**src/rtl/seg7_pkg.sv**
```systemverilog
// -----------------------------------------------------------------------------
// seg7_pkg
// Shared definitions for the seven-segment display arbiter and its sequential
// binary-to-BCD converter: FSM state encoding, data widths, the display
// ceiling, and small combinational helpers used by both modules.
// -----------------------------------------------------------------------------
package seg7_pkg;

  localparam int BCD_W       = 4;
  localparam int BIN_W       = 14;
  localparam int MAX_VALUE   = 9999;
  localparam int CONV_CYCLES = 14;
  localparam int DWELL_W     = 27;

  localparam logic [BIN_W-1:0] MAX_BIN = BIN_W'(MAX_VALUE);

  typedef enum logic [1:0] {
    IDLE = 2'd0,
    CONV = 2'd1,
    SHOW = 2'd2
  } state_t;

  // Four BCD digits, most significant first so the packed value reads as the
  // decimal number when printed in hex.
  typedef struct packed {
    logic [BCD_W-1:0] thousands;
    logic [BCD_W-1:0] hundreds;
    logic [BCD_W-1:0] tens;
    logic [BCD_W-1:0] ones;
  } bcd4_t;

  // Saturate a raw binary value to the largest number four digits can show.
  function automatic logic [BIN_W-1:0] clamp_bin(input logic [BIN_W-1:0] v);
    return (v > MAX_BIN) ? MAX_BIN : v;
  endfunction

  // Double-dabble correction: any digit of 5 or more gets +3 so that the
  // following left shift carries correctly into the next decimal digit.
  function automatic bcd4_t add3_all(input bcd4_t d);
    bcd4_t r;
    r = d;
    if (d.ones      >= 4'd5) r.ones      = d.ones      + 4'd3;
    if (d.tens      >= 4'd5) r.tens      = d.tens      + 4'd3;
    if (d.hundreds  >= 4'd5) r.hundreds  = d.hundreds  + 4'd3;
    if (d.thousands >= 4'd5) r.thousands = d.thousands + 4'd3;
    return r;
  endfunction

endpackage

```
**src/rtl/bin2bcd_seq.sv**
```systemverilog
// -----------------------------------------------------------------------------
// bin2bcd_seq
// Sequential shift-add-3 (double-dabble) converter, one bit per clock.
// A start pulse loads the value; 14 clocks later the four digit outputs are
// replaced in one step. Digits are never exposed mid-conversion and hold
// their value until the next conversion completes.
//
// Ports
//   clk        in   rising-edge clock
//   rst_n      in   synchronous reset, active high
//   start      in   load value and begin converting (ignored during reset)
//   value      in   14-bit binary value, expected <= 9999
//   done       out  high in the cycle whose closing edge commits the digits
//   ones..thousands out  BCD digits of the last completed conversion
// -----------------------------------------------------------------------------
module bin2bcd_seq
  import seg7_pkg::*;
(
  input  logic             clk,
  input  logic             rst_n,
  input  logic             start,
  input  logic [BIN_W-1:0] value,
  output logic             done,
  output logic [BCD_W-1:0] ones,
  output logic [BCD_W-1:0] tens,
  output logic [BCD_W-1:0] hundreds,
  output logic [BCD_W-1:0] thousands
);

  localparam logic [3:0] LAST_STEP = 4'(CONV_CYCLES - 1);

  logic [BIN_W-1:0] bin_q,    bin_d;
  bcd4_t            work_q,   work_d;
  logic [3:0]       step_q,   step_d;
  logic             active_q, active_d;
  bcd4_t            digits_q, digits_d;

  bcd4_t            work_adj;
  bcd4_t            work_shift;

  always_comb begin
    // NOTE: every signal assigned in always_comb gets a default first, so no
    // path through the if/else leaves it unassigned and infers a latch.
    bin_d    = bin_q;
    work_d   = work_q;
    step_d   = step_q;
    active_d = active_q;
    digits_d = digits_q;
    done     = 1'b0;

    work_adj   = add3_all(work_q);
    work_shift = {work_adj[4*BCD_W-2:0], bin_q[BIN_W-1]};

    if (start) begin
      bin_d    = value;
      work_d   = '0;
      step_d   = '0;
      active_d = 1'b1;
    end else if (active_q) begin
      work_d = work_shift;
      bin_d  = {bin_q[BIN_W-2:0], 1'b0};
      step_d = step_q + 4'd1;
      if (step_q == LAST_STEP) begin
        // Final shift: publish the complete result directly, bypassing the
        // working register, so all four digits change on the same edge.
        active_d = 1'b0;
        digits_d = work_shift;
        done     = 1'b1;
      end
    end
  end

  always_ff @(posedge clk) begin
    // NOTE: sequential state is updated only with non-blocking assignments so
    // every flop samples the pre-edge value of every other flop.
    if (rst_n) begin
      bin_q    <= '0;
      work_q   <= '0;
      step_q   <= '0;
      active_q <= 1'b0;
      digits_q <= '0;
    end else begin
      bin_q    <= bin_d;
      work_q   <= work_d;
      step_q   <= step_d;
      active_q <= active_d;
      digits_q <= digits_d;
    end
  end

  assign ones      = digits_q.ones;
  assign tens      = digits_q.tens;
  assign hundreds  = digits_q.hundreds;
  assign thousands = digits_q.thousands;

endmodule

```
**src/rtl/seg7_display_arbiter.sv**
```systemverilog
// -----------------------------------------------------------------------------
// seg7_display_arbiter
// Lets two requesters share one four-digit seven-segment display. A winner is
// picked round-robin, its value is captured and clamped to 9999, converted to
// BCD over 14 cycles, and shown for DWELL_CYCLES cycles before the display is
// offered again. Requests arriving while busy wait (they are level signals).
//
// Ports
//   clk                  in   rising-edge clock
//   rst_n                in   synchronous reset, ACTIVE HIGH despite the name
//   req_a / req_b        in   level requests, held until granted
//   val_a / val_b        in   14-bit binary values, captured at grant
//   gnt_a / gnt_b        out  one-cycle grant pulses
//   ones..thousands      out  BCD digits for the display driver
//   ovf                  out  shown value was clamped to 9999
//   busy                 out  FSM is not IDLE
// -----------------------------------------------------------------------------
module seg7_display_arbiter
  import seg7_pkg::*;
#(
  parameter int DWELL_CYCLES = 100_000_000
) (
  input  logic             clk,
  input  logic             rst_n,
  input  logic             req_a,
  input  logic [BIN_W-1:0] val_a,
  input  logic             req_b,
  input  logic [BIN_W-1:0] val_b,
  output logic             gnt_a,
  output logic             gnt_b,
  output logic [BCD_W-1:0] ones,
  output logic [BCD_W-1:0] tens,
  output logic [BCD_W-1:0] hundreds,
  output logic [BCD_W-1:0] thousands,
  output logic             ovf,
  output logic             busy
);

  localparam logic [DWELL_W-1:0] DWELL_LAST = DWELL_W'(DWELL_CYCLES - 1);

  state_t             state_q,    state_d;
  logic               prefer_b_q, prefer_b_d;  // round-robin pointer
  logic               gnt_a_q,    gnt_a_d;
  logic               gnt_b_q,    gnt_b_d;
  logic               ovf_pend_q, ovf_pend_d;  // clamp flag of value in flight
  logic               ovf_q,      ovf_d;       // clamp flag of value on show
  logic [DWELL_W-1:0] dwell_q,    dwell_d;

  logic               pick_b;
  logic [BIN_W-1:0]   sel_val;
  logic               conv_start;
  logic [BIN_W-1:0]   conv_value;
  logic               conv_done;

  always_comb begin
    state_d    = state_q;
    prefer_b_d = prefer_b_q;
    gnt_a_d    = 1'b0;
    gnt_b_d    = 1'b0;
    ovf_pend_d = ovf_pend_q;
    ovf_d      = ovf_q;
    dwell_d    = dwell_q;
    pick_b     = 1'b0;
    sel_val    = val_a;
    conv_start = 1'b0;
    conv_value = '0;

    unique case (state_q)
      IDLE: begin
        if (req_a || req_b) begin
          // B wins when alone, or when both ask and A was served last.
          pick_b     = req_b && (!req_a || prefer_b_q);
          sel_val    = pick_b ? val_b : val_a;
          gnt_a_d    = !pick_b;
          gnt_b_d    = pick_b;
          prefer_b_d = !pick_b;
          ovf_pend_d = (sel_val > MAX_BIN);
          conv_value = clamp_bin(sel_val);
          conv_start = 1'b1;
          state_d    = CONV;
        end
      end
      CONV: begin
        // ovf is published on the same edge as the digits.
        if (conv_done) begin
          ovf_d   = ovf_pend_q;
          dwell_d = '0;
          state_d = SHOW;
        end
      end
      SHOW: begin
        if (dwell_q == DWELL_LAST) begin
          state_d = IDLE;
        end else begin
          dwell_d = dwell_q + DWELL_W'(1);
        end
      end
      default: state_d = IDLE;
    endcase
  end

  always_ff @(posedge clk) begin
    if (rst_n) begin
      state_q    <= IDLE;
      prefer_b_q <= 1'b0;
      gnt_a_q    <= 1'b0;
      gnt_b_q    <= 1'b0;
      ovf_pend_q <= 1'b0;
      ovf_q      <= 1'b0;
      dwell_q    <= '0;
    end else begin
      state_q    <= state_d;
      prefer_b_q <= prefer_b_d;
      gnt_a_q    <= gnt_a_d;
      gnt_b_q    <= gnt_b_d;
      ovf_pend_q <= ovf_pend_d;
      ovf_q      <= ovf_d;
      dwell_q    <= dwell_d;
    end
  end

  // The converter shares the reset, so a reset mid-conversion drops the
  // operation and clears the digits without ever committing a partial value.
  bin2bcd_seq u_bin2bcd (
    .clk       (clk),
    .rst_n     (rst_n),
    .start     (conv_start),
    .value     (conv_value),
    .done      (conv_done),
    .ones      (ones),
    .tens      (tens),
    .hundreds  (hundreds),
    .thousands (thousands)
  );

  assign gnt_a = gnt_a_q;
  assign gnt_b = gnt_b_q;
  assign ovf   = ovf_q;
  assign busy  = (state_q != IDLE);

endmodule

```
**config.mk**
```make
export PLATFORM = sky130hd
export DESIGN_NAME = seg7_display_arbiter
export DESIGN_NICKNAME = d
export VERILOG_FILES = /design/src/rtl/seg7_pkg.sv /design/src/rtl/bin2bcd_seq.sv /design/src/rtl/seg7_display_arbiter.sv
export SDC_FILE = /design/constraint.sdc
export NUM_CORES = 1
export LEC_CHECK = 0
export ABC_AREA = 0
export CORE_UTILIZATION = 55
export DETAILED_ROUTE_END_ITERATION = 12
export PLACE_DENSITY = 0.86
export SKIP_LAST_GASP = 1
export SLEW_MARGIN = 20
export SYNTH_ARGS = -nofsm -noshare
export SYNTH_HDL_FRONTEND = slang
export SYNTH_SLANG_ARGS = --single-unit
export TNS_END_PERCENT = 20
```
**constraint.sdc**
```tcl
create_clock -name clk -period 1.96 [get_ports clk]
set_input_delay 0.294 -clock clk [delete_from_list [all_inputs] [get_ports clk]]
set_output_delay 0.294 -clock clk [all_outputs]
set_load 0.1 [all_outputs]
```
## After elaboration in Yosys (flattened, before gate mapping)

Index checks and enable logic that the tools add are counted.

| storage, ports and cells | value |
|---|---|
| output and inout bits | 20 |
| logic and storage cells | 81 |
| register bits after elaboration | 85 |

| cells by class | value |
|---|---|
| bitwise logic cells | 3 |
| reduce and logical (&&, ||, !) cells | 16 |
| add/subtract/negate cells | 6 |
| $lt $le $gt $ge | 5 |
| multiplexer cells | 25 |
| equal/unequal tests | 8 |

Operator list:

| cell | number |
|---|---|
| two-way mux 14 bit | 6 |
| two-way mux 27 bit | 2 |
| one-hot mux 27 bit (2 select lines) | 1 |
| adder 27 x 1 -> 27 bit, second input constant | 1 |
| equality test 27 bit, second input constant | 1 |
| greater-or-equal comparator 4 x 3 -> 1 bit, second input constant | 4 |
| > comparator 14 bit, second input constant | 1 |
| adder 4 x 2 -> 4 bit, second input constant | 3 |
| two-way mux 4 bit | 3 |
| AND reduction 3 bit | 3 |
| two-way mux 1 bit | 8 |
| != test 2 bit, second input constant | 4 |
| two-way mux 2 bit | 3 |
| one-hot mux 2 bit (3 select lines) | 1 |
| nonzero test 2 bit | 3 |
| adder 4 x 1 -> 4 bit, second input constant | 1 |
| equality test 4 bit, second input constant | 1 |
| AND reduction 2 bit | 2 |
| adder 3 x 2 -> 3 bit, second input constant | 1 |
| two-way mux 3 bit | 1 |
| NOT 1 bit | 3 |
| OR reduction 3 bit | 1 |
| equality test 2 x 1 -> 1 bit, second input constant | 1 |
| equality test 2 bit, second input constant | 1 |
| 5 further kinds | 7 |

## Depth between registers and ports, before layout

Gate-level depths: netlist of run 1.

| depth | value |
|---|---|
| word-level depth | 9 |
| depth in mapped cells | 9 |
| mapped depth without buffers | 7 |

## Hierarchy

From an unflattened synthesis of run 1, not the netlist that was laid out.

| unflattened totals | value |
|---|---|
| cell total of the unflattened synthesis | 559 |
| area, all modules | 4483.0 um^2 |

Modules (own cells, without submodules):

| module | instances | seq. area each (um^2) | cells each | area each (um^2) |
|---|---|---|---|---|
| bin2bcd_seq | 1 | 1021.0 | 302 | 2558.7 |
| seg7_display_arbiter | 1 | 680.7 | 257 | 1924.3 |

## Worst setup path before layout of run 1

Ideal clock, no wire load.

| timing | value |
|---|---|
| kind | register to register |
| start point | register state_q[0] |
| end point | register u_bin2bcd.step_q[1] |
| stages on the path, launching flop included | 7 |
| setup slack | -0.026 ns |
| arrival time | 1.849 ns |
| required time | 1.823 ns |
| path through | dfxtp_1 > or2_2 > or2_2 > clkbuf_1 > nand2_1 > clkbuf_1 > a211oi_1 |

| on the way | value |
|---|---|
| longest elaborated chain between the ends | 3 |

Ends and longest elaborated chain:

| item | line | RTL |
|---|---|---|
| start, declared | seg7_display_arbiter.sv:41 | `state_t state_q, state_d;` |
| start signal, assigned | seg7_display_arbiter.sv:112 | `state_q <= state_d;` |
| logical NOT 2 bit | seg7_display_arbiter.sv:68 | `unique case (state_q)` |
| two-way mux 1 bit | seg7_display_arbiter.sv:68 |  |
| OR reduction 2 bit (no source line) | - |  |
| end signal, assigned | bin2bcd_seq.sv:85 | `step_q <= step_d;` |
| end, declared | bin2bcd_seq.sv:34 | `logic [3:0] step_q, step_d;` |

No other way between the ends.
A chain may end at the register's enable or synchronous reset.

## Final worst setup path of run 1

| timing | value |
|---|---|
| start point | register u_bin2bcd.step_q[1] |
| end point | register dwell_q[12] |

| on the way | value |
|---|---|
| longest elaborated chain between the ends | 6 |

Ends and longest elaborated chain:

| item | line | RTL |
|---|---|---|
| equality test 4 bit | bin2bcd_seq.sv:63 | `if (step_q == LAST_STEP) begin` |
| two-way mux 1 bit | bin2bcd_seq.sv:63 |  |
| two-way mux 1 bit | bin2bcd_seq.sv:59 | `end else if (active_q) begin` |
| two-way mux 1 bit | bin2bcd_seq.sv:54 | `if (start) begin` |
| != test 2 bit (no source line) | - |  |
| AND reduction 3 bit (no source line) | - |  |
| end signal, assigned | seg7_display_arbiter.sv:118 | `dwell_q <= dwell_d;` |
| end, declared | seg7_display_arbiter.sv:47 | `logic [DWELL_W-1:0] dwell_q, dwell_d;` |

No other way between the ends.

==> impl_metrics.env, run 1 <==
export IMPL_outcome="complete, no violations"
export IMPL_worst_ep_required_time_ns=2.27
export IMPL_crit_type="flop to flop"
export IMPL_cp_depth=7
export IMPL_post_cts_hold_buffer_count=0
export IMPL_clock_sinks=85
export IMPL_final_area_sq_mm=0.00519
export IMPL_share_seq_of_total_power_pct=48.8
export IMPL_power_switching_share_pct=25.0
export IMPL_place_port_buffers=51
export IMPL_place_gp_congestion=0.819
export IMPL_die_area_sq_mm=0.00793
export IMPL_hold_path_class="flop to flop"
export IMPL_netlist_area_leader_share_pct=40.8
export IMPL_tritoncts_num_buffers=9
export IMPL_num_vias=3847
export IMPL_timing_critical_path_buf_inv=1
export IMPL_antenna_diode_count=0
export IMPL_critical_path_arrival_ns=2.21
export IMPL_pwr_density_cell_mw_per_mm2=716
export IMPL_nNetsFinal=601
export IMPL_global_route_wire_length_before_repair_um=16200
export IMPL_dp_cells=644
export IMPL_worst_path_dominant_cell_family="simple AND/OR/NAND/NOR gates"
export IMPL_total_leakage_power_nw=1.94
export IMPL_synth_seq_cells=85
export IMPL_dominantRegCellSynth="sky130_fd_sc_hd__dfxtp_1"
export IMPL_synth_compound_area_share_pct=17.1
export IMPL_grt_ovfl_total=0
export IMPL_dpl_hpwl_um=7040
export IMPL_synth_distinct_cells=56
export IMPL_syn_inst=487
export IMPL_n_fill_cell=565
export IMPL_cp_launch_type="flop"
export IMPL_route_detailed_drc=0
export IMPL_crit_reg2reg_capture="dwell_q[12]"
export IMPL_avgViaCountPerCell=5.81
export IMPL_timing_slew_headroom_pct=71.9
export IMPL_pin_count_of_the_biggest_net_entering_global_routing=29
export IMPL_netlist_top_cells_count="85 x sky130_fd_sc_hd__dfxtp_1, 58 x sky130_fd_sc_hd__nand2_1, 48 x sky130_fd_sc_hd__a21oi_1"
export IMPL_cpMaxStageDelayCell="sky130_fd_sc_hd__or4_1"
export IMPL_dpl_instance_area_sq_mm=0.00493
export IMPL_chipHeight_um=89.1
export IMPL_yosys_top_cells_area="sky130_fd_sc_hd__dfxtp_1 41%, sky130_fd_sc_hd__mux2i_1 7.4%, sky130_fd_sc_hd__a21oi_1 5.8%, sky130_fd_sc_hd__nand2_1 5.2%, sky130_fd_sc_hd__nor2_1 3.8%"
export IMPL_synth_xor_area_share_pct=2.94
export IMPL_synth_area_mux_share_pct=7.98
export IMPL_timing_critical_path_to="dwell_q[12]"
export IMPL_power_net_switching_uw=929
export IMPL_overall_routed_net_length_um=9900
export IMPL_cts_max_level=3
export IMPL_worst_r2r_cell_count=7
export IMPL_vias_in_the_first_global_route=3692
export IMPL_grt_setup_unrepaired="yes"
export IMPL_syn_cell_area_sq_mm=0.00417
export IMPL_fin_setup_tns_ns=0
export IMPL_yosysTopAreaCell="sky130_fd_sc_hd__dfxtp_1"
export IMPL_worstSetupEndpointType="flop"
export IMPL_slew_violations=0
export IMPL_clk_pin_slew_ns=0.09
export IMPL_synth_adder_area_share_pct=3.30
export IMPL_row_count=31
export IMPL_yosysMostFrequentCell="sky130_fd_sc_hd__dfxtp_1"
export IMPL_clk_insertion_delay_late_ns=0.36
export IMPL_routedWlPerCell_um=15.0
export IMPL_combinationalPowerShare_pct=12.8
export IMPL_dominant_combinational_cell_family_by_area_after_synthesis="simple AND/OR/NAND/NOR gates"
export IMPL_synthSimpleGateAreaFrac_pct=23.4
export IMPL_synth_seq_area_share_pct=40.8
export IMPL_clock_tree_from_tritoncts="built"
export IMPL_worst_margin_pin_slew_ns=0.418
export IMPL_die_outline_width_um=89.1
export IMPL_share_of_layout_cells_above_drive_strength_1_pct=16.5
export IMPL_cts_path_max_buffers=2
export IMPL_detailedRoute_firstIterationViolations=189
export IMPL_grt_util_all_layers_pct=26.2
export IMPL_final_period_utilization_pct=97.3
export IMPL_synth_edff_count=0
export IMPL_antenna_violations_before_repair=0
export IMPL_fraction_of_registers_with_async_set_or_reset_after_synthesis_pct=0
export IMPL_syn_num_nets=530
export IMPL_ant_nets=0
export IMPL_clock_power_share_pct=38.4
export IMPL_crit_path_max_incr_delay_ns=0.51
export IMPL_maxClockFrequency_mhz=524
export IMPL_timing_critical_path_fanout_max=6
export IMPL_avgSynthCellArea_sq_um=8.56
export IMPL_crit_path_start="u_bin2bcd.step_q[1]"
export IMPL_reg2reg_from="u_bin2bcd.step_q[1]"
export IMPL_cts_root_buffer_cell="sky130_fd_sc_hd__clkbuf_8"
export IMPL_final_period_minus_worst_setup_slack_ns=1.91
export IMPL_setup_viol=0
export IMPL_timing_final_ws_setup_ns=0.0528
export IMPL_floorplan_core_area_sq_mm=0.00729
export IMPL_report_final_hold_viol_count=0
export IMPL_top_level_ports=52
export IMPL_number_of_standard_cells_in_the_final_layout_excluding_fillers=662
export IMPL_dpl_worst_slack_ns=-0.138
export IMPL_vdd_ir_drop_worst_v=0.000502
export IMPL_cell_internal_pwr_mw=2.79
export IMPL_critical_path_cell_chain="inv_1, ha_1, and4_1, nand2_1, nand2_1, or4_1, nand2_1"
export IMPL_synth_yosys_warnings=0
export IMPL_floorplan_initialDensity_pct=57.2
export IMPL_timing_max_cap_violations=0
export IMPL_dr_pass1_iterations=4
export IMPL_worst_r2r_setup_slack_ns=0.05
export IMPL_final_setup_skew_ns=0.00910
export IMPL_critPathMostFrequentCell="sky130_fd_sc_hd__nand2_1"
export IMPL_area_growth_syn_to_layout_pct=24.5
==> worst min-delay path by stage <==
stage	depth (start not counted)	endpoint	start
floorplan	1	gnt_a	rst_n
CTS	2	u_bin2bcd.ones[2]	u_bin2bcd.ones[2]
global placement	2	u_bin2bcd.ones[2]	u_bin2bcd.ones[2]
detailed placement	2	u_bin2bcd.ones[2]	u_bin2bcd.ones[2]
global route	2	u_bin2bcd.hundreds[1]	u_bin2bcd.hundreds[1]
finish	2	u_bin2bcd.ones[2]	u_bin2bcd.ones[2]
==> final cells by class <==
class / count / area (sq um) / share of cell area [%]
Multi-Input combinational cell: 358 / 2300 / 44.3
Sequential cell: 85 / 1700 / 32.8
Timing Repair Buffer: 87 / 769 / 14.8
Clock buffer: 11 / 151 / 2.92
Tap cell: 99 / 124 / 2.39
Clock inverter: 5 / 81.3 / 1.57
Inverter: 17 / 63.8 / 1.23
==> power groups by stage <==
stage	clock network, mW	logic, mW	registers [mW]
after global routing	1.51	0.513	1.82
after CTS	1.44	0.471	1.81
after global placement	0	0.449	1.85
final	1.43	0.475	1.82
after floorplan	0	0.274	1.86
after detailed placement	0	0.466	1.85
==> worst min-delay path, stage by stage, from the launching register on <==
cell and delay, ns:
sky130_fd_sc_hd__dfxtp_1 0.32, sky130_fd_sc_hd__nand2_1 0.05, sky130_fd_sc_hd__a21oi_1 0.05
==> cells in the final DEF, fill, tap and decap left out, types with 11 or more instances in the layout <==
cell                              netlist  final
sky130_fd_sc_hd__inv_1                 17     17
sky130_fd_sc_hd__nand2_1               58     58
sky130_fd_sc_hd__buf_4                  2     51
sky130_fd_sc_hd__nand3_1               15     15
sky130_fd_sc_hd__a21oi_1               48     46
sky130_fd_sc_hd__o21ai_0               16     16
sky130_fd_sc_hd__clkdlybuf4s50_1        0     31
sky130_fd_sc_hd__a211oi_1              11     11
sky130_fd_sc_hd__clkbuf_8               0     11
sky130_fd_sc_hd__dfxtp_1               85     84
sky130_fd_sc_hd__nor2_1                42     42
sky130_fd_sc_hd__mux2i_1               31     31
==> logic make-up (layout without fill, tap and decap cells) <==
logic type,after synthesis,count (layout)
simple gates,188,188
xor+xnor,14,14
fa+ha+maj,11,11
mux,33,33
buf+inv,44,120
flops,85,85
compound gates,112,112
==> stage by stage <==
stage	power [mW]	hold slack [ns]	util, %
final	3.72	0.457	71.2
after global routing	3.84	0.483	71.2
after CTS	3.73	0.461	70.8
after detailed placement	2.32	0.449	67.6
after global placement	2.30	0.444	67.6
after floorplan	2.13	0.386	-
==> state kept, by name (all words and copies together) (netlist names) <==
signal / cells
dwell_q: 27
u_bin2bcd.work_q: 16
u_bin2bcd.bin_q: 14
u_bin2bcd.hundreds: 4
u_bin2bcd.ones: 4
u_bin2bcd.step_q: 4
u_bin2bcd.tens: 4
u_bin2bcd.thousands: 4
state_q: 2
gnt_a: 1
gnt_b: 1
ovf: 1
ovf_pend_q: 1
prefer_b_q: 1
u_bin2bcd.active_q: 1
==> routing by layer <==
metal  track usage [%]  share of wire (%)
met5                 0                  0
met1              29.1                 43
met4              9.96                2.1
met2              48.1                 51
met3              6.74                3.2
==> repair_timing <==
item	CTS	global route
cloned	0	1
pin swaps	0	2
setup endpoints to repair	1	20
gates resized for setup	2	4
setup buffers	0	1
Note: power is estimated with default switching activity, not from simulation.
==> inputs of run 2 (changes only) <==
- CORE_MARGIN: default -> 3
- CORE_UTILIZATION: 55 -> 40
- CTS_CLUSTER_DIAMETER: default -> 30
- PLACE_DENSITY: 0.86 -> 0.68
==> run 2 against run 1 <==
  * Final area up 1.6%
  * Utilization is 18 points lower
  * Clock power shrank 21%
  * Power down 7.6%
  * Sequential share of layout area decreased by 0.47 points
  * Register-to-register slack gained 0.02 ns
  * Global-route usage is 8.6 points lower
  * Clock-buffer cell count is 2 higher
  * Die area grew 47%
  * Worst hold slack got worse by 0.00063 ns
  * Non-clock buffer count grew 4
  * Routed wire length rose by 1.7%
  * Critical path type unchanged
  * Largest power group unchanged
==> impl_metrics.env, run 2 (synthesis results as in run 1) <==
export IMPL_grt_ovfl_total=0
export IMPL_dp_cells=682
export IMPL_layout_top_registers="dwell_q: 27 flops, u_bin2bcd.work_q: 16 flops, u_bin2bcd.bin_q: 14 flops"
export IMPL_timing_final_ws_setup_ns=0.0679
export IMPL_clk_insertion_delay_late_ns=0.35
export IMPL_row_count=36
export IMPL_detailedRoute_firstIterationViolations=137
export IMPL_avgViaCountPerCell=5.42
export IMPL_most_common_layout_cells="82 x sky130_fd_sc_hd__dfxtp_1, 58 x sky130_fd_sc_hd__nand2_1, 53 x sky130_fd_sc_hd__buf_4, 47 x sky130_fd_sc_hd__a21oi_1, 42 x sky130_fd_sc_hd__nor2_1"
export IMPL_vias_in_the_first_global_route=3606
export IMPL_chipHeight_um=108
export IMPL_registers_top_by_ff_count="dwell_q"
export IMPL_crit_path_max_incr_delay_ns=0.50
export IMPL_maxClockFrequency_mhz=529
export IMPL_nNetsFinal=605
export IMPL_tritoncts_num_buffers=9
export IMPL_final_period_minus_worst_setup_slack_ns=1.89
export IMPL_grt_setup_unrepaired="yes"
export IMPL_route_detailed_drc=0
export IMPL_number_of_standard_cells_in_the_final_layout_excluding_fillers=700
export IMPL_clk_pin_slew_ns=0.09
export IMPL_pin_count_of_the_biggest_net_entering_global_routing=29
export IMPL_place_gp_congestion=0.814
export IMPL_critical_path_arrival_ns=2.18
export IMPL_timing_slew_headroom_pct=68.1
export IMPL_grt_util_all_layers_pct=17.5
export IMPL_detail_route_wirelength_met1_um=4800
export IMPL_post_cts_hold_buffer_count=0
export IMPL_area_growth_syn_to_layout_pct=26.5
export IMPL_floorplan_initialDensity_pct=41.9
export IMPL_met2WireLength_um=4710
export IMPL_hold_slack_ns=0.457
export IMPL_report_final_hold_viol_count=0
export IMPL_worstSetupEndpointType="flop"
export IMPL_n_fill_cell=924
export IMPL_critical_path_cell_chain="and4_4, buf_4, nand4_1, o21ai_4, buf_4, or4_1, a21oi_1"
export IMPL_ant_nets=0
export IMPL_hold_path_class="flop to flop"
export IMPL_die_outline_width_um=108
export IMPL_cpMaxStageDelayCell="sky130_fd_sc_hd__or4_1"
export IMPL_largest_register_ff_count=27
export IMPL_outcome="complete, no violations"
export IMPL_floorplan_core_area_sq_mm=0.00995
export IMPL_dpl_worst_slack_ns=-0.352
export IMPL_global_route_wire_length_before_repair_um=16700
export IMPL_total_leakage_power_nw=1.94
export IMPL_critPathMostFrequentCell="sky130_fd_sc_hd__buf_4"
export IMPL_worst_margin_pin_slew_ns=0.479
export IMPL_dpl_hpwl_um=7130
export IMPL_final_setup_skew_ns=0.00995
export IMPL_clock_tree_from_tritoncts="built"
export IMPL_top_layer="met4"
export IMPL_vdd_ir_drop_worst_v=0.000452
export IMPL_top_level_ports=52
export IMPL_routed_wl_met3_um=422
export IMPL_post_cts_repair_setup_buffers=0
export IMPL_worst_ep_required_time_ns=2.25
export IMPL_crit_type="flop to flop"
export IMPL_mostFrequentLayoutCell="sky130_fd_sc_hd__dfxtp_1"
export IMPL_dr_pass1_iterations=4
export IMPL_timing_max_cap_violations=0
export IMPL_antenna_diode_count=0
export IMPL_antenna_violations_before_repair=0
export IMPL_share_of_layout_cells_above_drive_strength_1_pct=17.8
export IMPL_die_area_sq_mm=0.0117
export IMPL_overall_routed_net_length_um=10100
export IMPL_cts_root_buffer_cell="sky130_fd_sc_hd__clkbuf_8"
export IMPL_place_port_buffers=51
export IMPL_cp_launch_type="flop"
export IMPL_clock_sinks=85
export IMPL_pwr_density_cell_mw_per_mm2=651
export IMPL_timing_critical_path_fanout_max=9
export IMPL_setup_viol=0
export IMPL_cts_max_level=3
export IMPL_cts_path_max_buffers=2
export IMPL_final_period_utilization_pct=96.5
export IMPL_num_vias=3795
export IMPL_slew_violations=0
export IMPL_routedWlPerCell_um=14.4
run 2: path summary, 6_finish.rpt:
| path | start | end | slack, ns | cells past startpoint |
|---|---|---|---|---|
| worst max register to register | dwell_q[6] | dwell_q[23] | 0.07 | 7 |
| worst min register to register | u_bin2bcd.ones[2] | u_bin2bcd.ones[2] | 0.46 | 2 |
| worst max-delay path | dwell_q[6] | dwell_q[23] | 0.07 | 7 |
| worst min-delay path | u_bin2bcd.ones[2] | u_bin2bcd.ones[2] | 0.46 | 2 |
run 2: layout make-up:
class                   instances  area, sq um  area share (%)
repair buffers                 91          822            15.6
clock inverters                 3         20.0           0.380
well taps                     133          166            3.16
multi-input cells             358         2340            44.3
clock buffers                  13          159            3.01
flip-flops and latches         85         1710            32.3
inverters                      17         63.8            1.21
run 2: report_power, final:
part	switching (mW)	internal (mW)	total, mW
Clock	0.604	0.529	1.13
Sequential	0.0342	1.78	1.81
Combinational	0.255	0.235	0.490
Total	0.893	2.54	3.44
run 2: metrics by stage:
step / setup TNS [ns] / total power [mW] / instance area [sq um] / utilization [%]
finish: 0 / 3.44 / 5270 / 53.0
global route: -0.0753 / 3.60 / 5270 / 53.0
CTS: 0 / 3.48 / 5200 / 52.2
detailed placement: -2.14 / 2.34 / 5010 / 50.4
global placement: -1.52 / 2.32 / 5010 / 50.4
floorplan: 0 / 2.13 / 4170 / -
run 2: worst max-delay path, delay by kind of cell (launching register included):
| family | cells | cell delay [ns] |
|---|---|---|
| and+or+nand+nor | 3 | 0.90 |
| AOI/OAI and AO/OA | 2 | 0.26 |
| buffers and inverters | 2 | 0.35 |
| DFF | 1 | 0.33 |
run 2: timing repair:
action,4_1_cts,5_1_grt
gates cloned,0,2
resized for setup,2,18
pin swaps,0,2
endpoints found under the setup margin,2,25
run 2: layer usage:
layer / vias to the layer above / global-route usage (%)
li1: 1914 / -
met1: 1801 / 22.3
met2: 69 / 29.5
met3: 11 / 3.94
met4: 0 / 5.59
met5: - / 0
